$ cat src/rtl/fft_pkg.sv
// Shared constants and types for the FFT output path (DFT stage and bin serializer).
package fft_pkg;
    localparam int N_BINS      = 8;
    localparam int BIN_WIDTH   = 64;
    localparam int COMP_WIDTH  = 32;
    localparam int FRAME_WIDTH = N_BINS * BIN_WIDTH;

    typedef logic [2:0] bin_idx_t;

    localparam bin_idx_t LAST_BIN = bin_idx_t'(N_BINS - 1);
endpackage

$ cat src/rtl/fft_bin_serializer_if.sv
// AXI-Stream pair around the bin serializer: frame input (s_axis) and per-bin output (m_axis).
interface fft_bin_serializer_if
    import fft_pkg::*;
#(
    parameter int C_AXIS_TIN_WIDTH  = 512,
    parameter int C_AXIS_TOUT_WIDTH = 64
);
    logic                         s_axis_tvalid;
    logic                         s_axis_tready;
    logic [C_AXIS_TIN_WIDTH-1:0]  s_axis_tdata;
    logic                         m_axis_tvalid;
    logic                         m_axis_tready;
    logic [C_AXIS_TOUT_WIDTH-1:0] m_axis_tdata;
    bin_idx_t                     m_axis_tuser;
    logic                         m_axis_tlast;

    // slave: the serializer's own view; master: the surrounding producer/consumer.
    modport slave (
        input  s_axis_tvalid, s_axis_tdata, m_axis_tready,
        output s_axis_tready, m_axis_tvalid, m_axis_tdata, m_axis_tuser, m_axis_tlast
    );

    modport master (
        output s_axis_tvalid, s_axis_tdata, m_axis_tready,
        input  s_axis_tready, m_axis_tvalid, m_axis_tdata, m_axis_tuser, m_axis_tlast
    );
endinterface

$ cat src/rtl/axis_frame_buffer2.sv
// Two-slot frame store: HEAD is the frame being emitted, PEND holds the next one.
module axis_frame_buffer2
    import fft_pkg::*;
#(
    parameter int WIDTH = FRAME_WIDTH
) (
    input  logic             clk,
    input  logic             rst,
    input  logic             load_valid,
    input  logic [WIDTH-1:0] load_data,
    output logic             load_ready,
    input  logic             advance,
    output logic             head_valid,
    output logic [WIDTH-1:0] head_data
);
    logic             pend_valid;
    logic [WIDTH-1:0] pend_data;
    logic             accept;

    assign load_ready = ~pend_valid & ~rst;
    assign accept     = load_valid & load_ready;

    always_ff @(posedge clk or posedge rst) begin
        if (rst) begin
            head_valid <= 1'b0;
            pend_valid <= 1'b0;
            head_data  <= '0;
            pend_data  <= '0;
        end else if (advance) begin
            // HEAD finishing: refill from PEND first, then from a same-cycle load.
            if (pend_valid) begin
                head_data  <= pend_data;
                pend_valid <= 1'b0;
            end else if (accept) begin
                head_data <= load_data;
            end else begin
                head_valid <= 1'b0;
            end
        end else if (accept) begin
            if (!head_valid) begin
                head_data  <= load_data;
                head_valid <= 1'b1;
            end else begin
                pend_data  <= load_data;
                pend_valid <= 1'b1;
            end
        end
    end
endmodule

$ cat src/rtl/fft_bin_serializer.sv
// Splits each 8-bin FFT frame into one 64-bit beat per bin, tagging bin index and last.
module fft_bin_serializer
    import fft_pkg::*;
#(
    parameter int C_AXIS_TIN_WIDTH  = 512,
    parameter int C_AXIS_TOUT_WIDTH = 64
) (
    input logic                  s_axis_aclk,
    input logic                  s_axis_areset,
    fft_bin_serializer_if.slave  bus
);
    bin_idx_t                    bin;
    logic                        active_valid;
    logic [C_AXIS_TIN_WIDTH-1:0] active_data;
    logic                        out_hs;
    logic                        frame_done;

    assign out_hs     = active_valid & bus.m_axis_tready;
    assign frame_done = out_hs & (bin == LAST_BIN);

    axis_frame_buffer2 #(
        .WIDTH(C_AXIS_TIN_WIDTH)
    ) u_buffer (
        .clk        (s_axis_aclk),
        .rst        (s_axis_areset),
        .load_valid (bus.s_axis_tvalid),
        .load_data  (bus.s_axis_tdata),
        .load_ready (bus.s_axis_tready),
        .advance    (frame_done),
        .head_valid (active_valid),
        .head_data  (active_data)
    );

    always_ff @(posedge s_axis_aclk or posedge s_axis_areset) begin
        if (s_axis_areset) begin
            bin <= '0;
        end else if (out_hs) begin
            bin <= frame_done ? '0 : bin + 1'b1;
        end
    end

    assign bus.m_axis_tvalid = active_valid;
    assign bus.m_axis_tdata  = active_data[int'(bin) * C_AXIS_TOUT_WIDTH +: C_AXIS_TOUT_WIDTH];
    assign bus.m_axis_tuser  = bin;
    assign bus.m_axis_tlast  = active_valid & (bin == LAST_BIN);
endmodule

$ cat src/flat_wrapper.sv
// flat-port wrapper written by rule: the top's interface ports become plain ports
module fft_bin_serializer_flat import fft_pkg::*;
#(
    parameter int C_AXIS_TIN_WIDTH  = 512,
    parameter int C_AXIS_TOUT_WIDTH = 64
)
  (s_axis_aclk, s_axis_areset, bus_s_axis_tvalid, bus_s_axis_tdata, bus_m_axis_tready, bus_s_axis_tready, bus_m_axis_tvalid, bus_m_axis_tdata, bus_m_axis_tuser, bus_m_axis_tlast);
  fft_bin_serializer_if #(.C_AXIS_TIN_WIDTH(C_AXIS_TIN_WIDTH), .C_AXIS_TOUT_WIDTH(C_AXIS_TOUT_WIDTH)) bus_i ();
  input logic s_axis_aclk;
  input logic s_axis_areset;
  input wire logic [$bits(bus_i.s_axis_tvalid)-1:0] bus_s_axis_tvalid;
  input wire logic [$bits(bus_i.s_axis_tdata)-1:0] bus_s_axis_tdata;
  input wire logic [$bits(bus_i.m_axis_tready)-1:0] bus_m_axis_tready;
  output wire logic [$bits(bus_i.s_axis_tready)-1:0] bus_s_axis_tready;
  output wire logic [$bits(bus_i.m_axis_tvalid)-1:0] bus_m_axis_tvalid;
  output wire logic [$bits(bus_i.m_axis_tdata)-1:0] bus_m_axis_tdata;
  output wire logic [$bits(bus_i.m_axis_tuser)-1:0] bus_m_axis_tuser;
  output wire logic [$bits(bus_i.m_axis_tlast)-1:0] bus_m_axis_tlast;
  assign bus_i.s_axis_tvalid = bus_s_axis_tvalid;
  assign bus_i.s_axis_tdata = bus_s_axis_tdata;
  assign bus_i.m_axis_tready = bus_m_axis_tready;
  assign bus_s_axis_tready = bus_i.s_axis_tready;
  assign bus_m_axis_tvalid = bus_i.m_axis_tvalid;
  assign bus_m_axis_tdata = bus_i.m_axis_tdata;
  assign bus_m_axis_tuser = bus_i.m_axis_tuser;
  assign bus_m_axis_tlast = bus_i.m_axis_tlast;
  fft_bin_serializer #(.C_AXIS_TIN_WIDTH(C_AXIS_TIN_WIDTH), .C_AXIS_TOUT_WIDTH(C_AXIS_TOUT_WIDTH)) u_core (.s_axis_aclk(s_axis_aclk), .s_axis_areset(s_axis_areset), .bus(bus_i));
endmodule
$ cat config.mk
export PLATFORM = sky130hd
export DESIGN_NAME = fft_bin_serializer_flat
export DESIGN_NICKNAME = d
export VERILOG_FILES = /design/src/rtl/fft_pkg.sv /design/src/rtl/fft_bin_serializer_if.sv /design/src/rtl/axis_frame_buffer2.sv /design/src/rtl/fft_bin_serializer.sv /design/src/flat_wrapper.sv
export SDC_FILE = /design/constraint.sdc
export NUM_CORES = 2
export LEC_CHECK = 0
export CAP_MARGIN = 0
export CORE_UTILIZATION = 58
export DETAILED_ROUTE_END_ITERATION = 12
export DONT_BUFFER_PORTS = 1
export HOLD_SLACK_MARGIN = 0.12
export PLACE_DENSITY = 0.78
export SLEW_MARGIN = 20
export SYNTH_ARGS = -nofsm -noshare
export SYNTH_HDL_FRONTEND = slang
export SYNTH_SLANG_ARGS = --single-unit
$ cat constraint.sdc
create_clock -name s_axis_aclk -period 30.5 [get_ports s_axis_aclk]
set_clock_uncertainty 0.2 [all_clocks]
set_input_delay 1.525 -clock s_axis_aclk [delete_from_list [all_inputs] [get_ports s_axis_aclk]]
set_output_delay 1.525 -clock s_axis_aclk [all_outputs]
set_load 0.005 [all_outputs]
# [After elaboration in Yosys (flattened, before gate mapping)]
# Cells that the tools add are included.
[word_totals] elab_cells=39 ram_bits=0 regBits=1029 latchBits=0 romBits=0 mem_count=0 out_inout_bits=70 in_bits=516
[op_classes] eq_ne=4 n_addsub=1 n_lt_le_gt_ge=0 shifts=1 mux=13 bitwise_logic=8 reduce_logical=7 n_mul=0 n_div=0
[op_table] operator="2-to-1 mux 512 bit" n=5
[op_table] operator="indexed part select 512 x 10 -> 64 bit" n=1
[op_table] operator="AND reduction 3 bit" n=3
[op_table] operator="2-to-1 mux 1 bit" n=7
[op_table] operator="nonzero test 2 bit" n=3
[op_table] operator="AND 1 bit" n=5
[op_table] operator="!= test 2 bit, second input constant" n=2
[op_table] operator="adder 3 x 1 -> 3 bit, second input constant" n=1
[op_table] operator="== test 3 bit, second input constant" n=1
[op_table] operator="2-to-1 mux 3 bit" n=1
[op_table] operator="NOT 1 bit" n=3
[op_table] operator="!= test 2 x 1 -> 1 bit, second input constant" n=1
[op_table] operator="AND reduction 2 bit" n=1

# [Logic depth before layout (Yosys ltp)]
[depth] ltp_word=6 ltp_mapped=8 mapped_depth_nobuf=7

# [Hierarchy]
# Synthesis repeated with hierarchy kept, for this count alone.
[hier_totals] cells_unflattened=2988 area_unflattened_um2=49990.4
[modules_own_cells] mod="axis_frame_buffer2" area_per_inst_um2=45999.1 seq_area_each_um2=25674.6 cells_each=2746 n_inst=1
[modules_own_cells] mod="fft_bin_serializer" area_per_inst_um2=3991.3 seq_area_each_um2=75.1 cells_each=242 n_inst=1

# [Worst setup path after synthesis]
# Ideal clock, no wire load.
[synth_timing] path_type="register -> output" startpoint="register u_core.bin[0] (netlist: u_core.bus.m_axis_tuser[0])" endpoint="output port bus_m_axis_tdata[0]" t_arrival_ns=1.876 t_required_ns=28.775 path_stages_with_launch=5 path_buffers=2 slack_ns=26.899 cell_sequence="dfrtp_1 > clkbuf_1 > buf_1 > mux4_2 > mux2_2"
[synth_via] elab_chain_len=1
[synth_rtl] element="start: declaration" line="fft_bin_serializer.sv:12" source="bin_idx_t bin;"
[synth_rtl] element="start signal: assignment" line="fft_bin_serializer.sv:38" source="bin <= frame_done ? '0 : bin + 1'b1;"
[synth_rtl] element="indexed part select 512 x 10 -> 64 bit" line="fft_bin_serializer.sv:43" source="assign bus.m_axis_tdata = active_data[int'(bin) * C_AXIS_TOUT_WIDTH +: C_AXIS_TOUT_WIDTH];"
[synth_rtl] element="end: declaration" line="flat_wrapper.sv:16" source="output wire logic [$bits(bus_i.m_axis_tdata)-1:0] bus_m_axis_tdata;"
# No other way between the ends.

==> run metrics <==
CTS clk-pin slew, worst paths 60 ps; vias in the first global route 27974; first-pass GRT wire length 164 mm; Synth Register Bits 1029; Total GRT Usage 0.254; row count 104; commonest non-fill, non-tap cells in the layout 1601 x mux2_2, 1026 x dfrtp_1, 128 x mux4_2; Syn. warnings 0; Layout Cells excl Fill 4096; synthesized net count 3507; Final period util 0.182; post-synthesis sequential area ratio 0.539; Unique masters post-synth 20; Inst Count DP 3879; min cycle time layout 5540 ps; Pwr per Cell Area 94.5 mW/mm²; core outline area 0.0811 mm²; Post-Syn Instances 2988; final core utilization 0.644; critical path class primary input to asynchronous set/reset pin; # H-tree levels 3; DRT Wirelength 106 mm; worst hold path type register to register; Worst slew margin 0.176; worst-case clock buffer depth 3; status completed; WP buf/inv 6; Final Wtd Congestion 0.809; chip width 289 µm; final setup TNS 0 ps; Reg2Reg Depth 8; Max Freq 0.180 GHz; synthesized cell area 0.0478 mm²; Fin. Hold Viols 0; die area 0.0835 mm²; P_sw 1370 µW; vias after detailed routing 25080; synthesized area per cell 16.0 µm²; Final Net Count 3446; WP data required 30950 ps; Worst Path Arrival 5990 ps; router iterations before antenna repair 5; chip height 289 µm; WP depth 6; antenna violations before repair 23; unrepaired setup endpoints after global routing false; cell mode on critical path buf_4; hpwl dp 69.9 mm; most common cell after layout, fill and taps aside mux2_2; cell family with most CP delay buffers and inverters; Hold-fix buffers, CTS 0; clk_lat worst skew 670 ps; Worst path slowest cell buf_4; Comb pwr share 0.272; Cell Int Power 3570 µW; worst-path maximum fanout 74; Routed Antenna Nets 0; GR Overflow Total 0; crit-path max cell delay 860 ps; leakage 0.0241 µW; sequential power share 0.460; Post-CTS Setup Bufs 0; Routed WL per cell 25.8 µm; Slew @ Worst Pin 1240 ps; Sw Ratio 0.277; Port Buffer Count 0; clock group share of total power 0.268; clock root buffer clkbuf_16; CP Launch Type primary input; DRT iter0 DRCs 1110; setup violators final 0; peak supply drop 98.3 µV; Clock Sinks 1029; Critical Path End Type asynchronous set/reset pin; fraction of layout cells with a size suffix above 1 0.644; Pins Over Slew Limit 0; max-cap viol count 0; initial core utilization 0.589; TritonCTS clock tree done; # IOs 586; WHS Path Cells 1; Post-CTS Resized 0; TritonCTS Buffers 106; # DRC 0; area delta synth->final 9.24%; crit-path cells clkinvlp_4 -> buf_4 -> buf_4 -> buf_4 -> buf_4 -> buf_4; routed vias/inst 6.12; largest net degree at the start of global routing 189
-- per-layer routing --
metal,up-vias,track usage,routed length (µm)
met5,-,0,175
met1,13327,0.300,40100
met3,229,0.0862,8270
met2,574,0.423,53100
met4,24,0.107,4150
li1,10926,-,-
-- logic make-up after synthesis --
group	count (synthesis)	share of synthesized area
AO/OA/AOI/OAI	5	0.000864
adder cells (fa/ha/maj)	3	0.000786
buffers and inverters	207	0.0203
flip-flops	1029	0.539
multiplexers	1729	0.438
AND/OR/NAND/NOR	15	0.00154
-- Yosys cell counts --
master,number,area share
a41oi_1,1,0.00018
a21o_1,1,0.00016
nand2_1,5,0.00039
ha_1,3,0.00079
nand4_1,2,0.00026
inv_1,2,0.00016
and2_1,1,0.00013
a221oi_2,1,0.00031
mux4_2,128,0.060
nor2b_1,1,0.00013
mux2_2,1601,0.38
clkbuf_1,49,0.0038
o21ai_0,2,0.00021
nor3_1,1,0.00010
buf_2,153,0.016
dfrtp_1,1029,0.54
nor2_1,2,0.00016
buf_1,3,0.00024
nand3_1,1,0.00010
nand2b_1,2,0.00026
-- sequential cells by signal, summed over array words and instances, names as in the netlist --
name,flops
u_core.u_buffer.head_valid,1
u_core.u_buffer.pend_valid,1
u_core.u_buffer.head_data,512
u_core.u_buffer.pend_data,512
u_core.bus.m_axis_tuser,3
-- stage by stage --
stage          setup WS [ps]  hold slack (ps)  cell area (µm²)  total power, µW
5_1_grt                24210              309            52200             5180
4_1_cts                24750              302            52100             4980
3_5_place_dp           24030              289            48500             3640
6_report               24960              300            52200             4930
2_1_floorplan          14590              275            47800             3300
3_3_place_gp           24230              282            48500             3530
-- path summary, 6_finish.rpt --
check,from,endpoint,slack [ps]
max in group s_axis_aclk,u_core.bus.m_axis_tuser[0],bus_m_axis_tdata[52],25020
min in group asynchronous,s_axis_areset,u_core.u_buffer.pend_data[68],550
max reg2reg,u_core.bus.m_axis_tuser[1],u_core.u_buffer.pend_data[287],25280
min,u_core.u_buffer.pend_data[212],u_core.u_buffer.pend_data[212],300
min reg2reg,u_core.u_buffer.pend_data[212],u_core.u_buffer.pend_data[212],300
max,s_axis_areset,u_core.u_buffer.head_data[50],24960
-- layout make-up --
cell class                 instances  area, µm²
antenna                           23       57.6
clock buffer                     160       3160
clock inverter                    34        470
fill                            5608      28900
inverter                           2       11.3
multi-input combinational       1752      21100
sequential                      1029      25800
tap                             1060       1330
timing repair buffer              36        340
-- power by group through the flow --
stage               sequential (µW)  clock, µW  combinational [µW]
floorplan                      2170          0                1130
global placement               2230          0                1300
detailed placement             2280          0                1360
CTS                            2260       1350                1360
global route                   2340       1400                1440
finish                         2270       1320                1340
No activity file was read; power rests on OpenSTA's default activity.
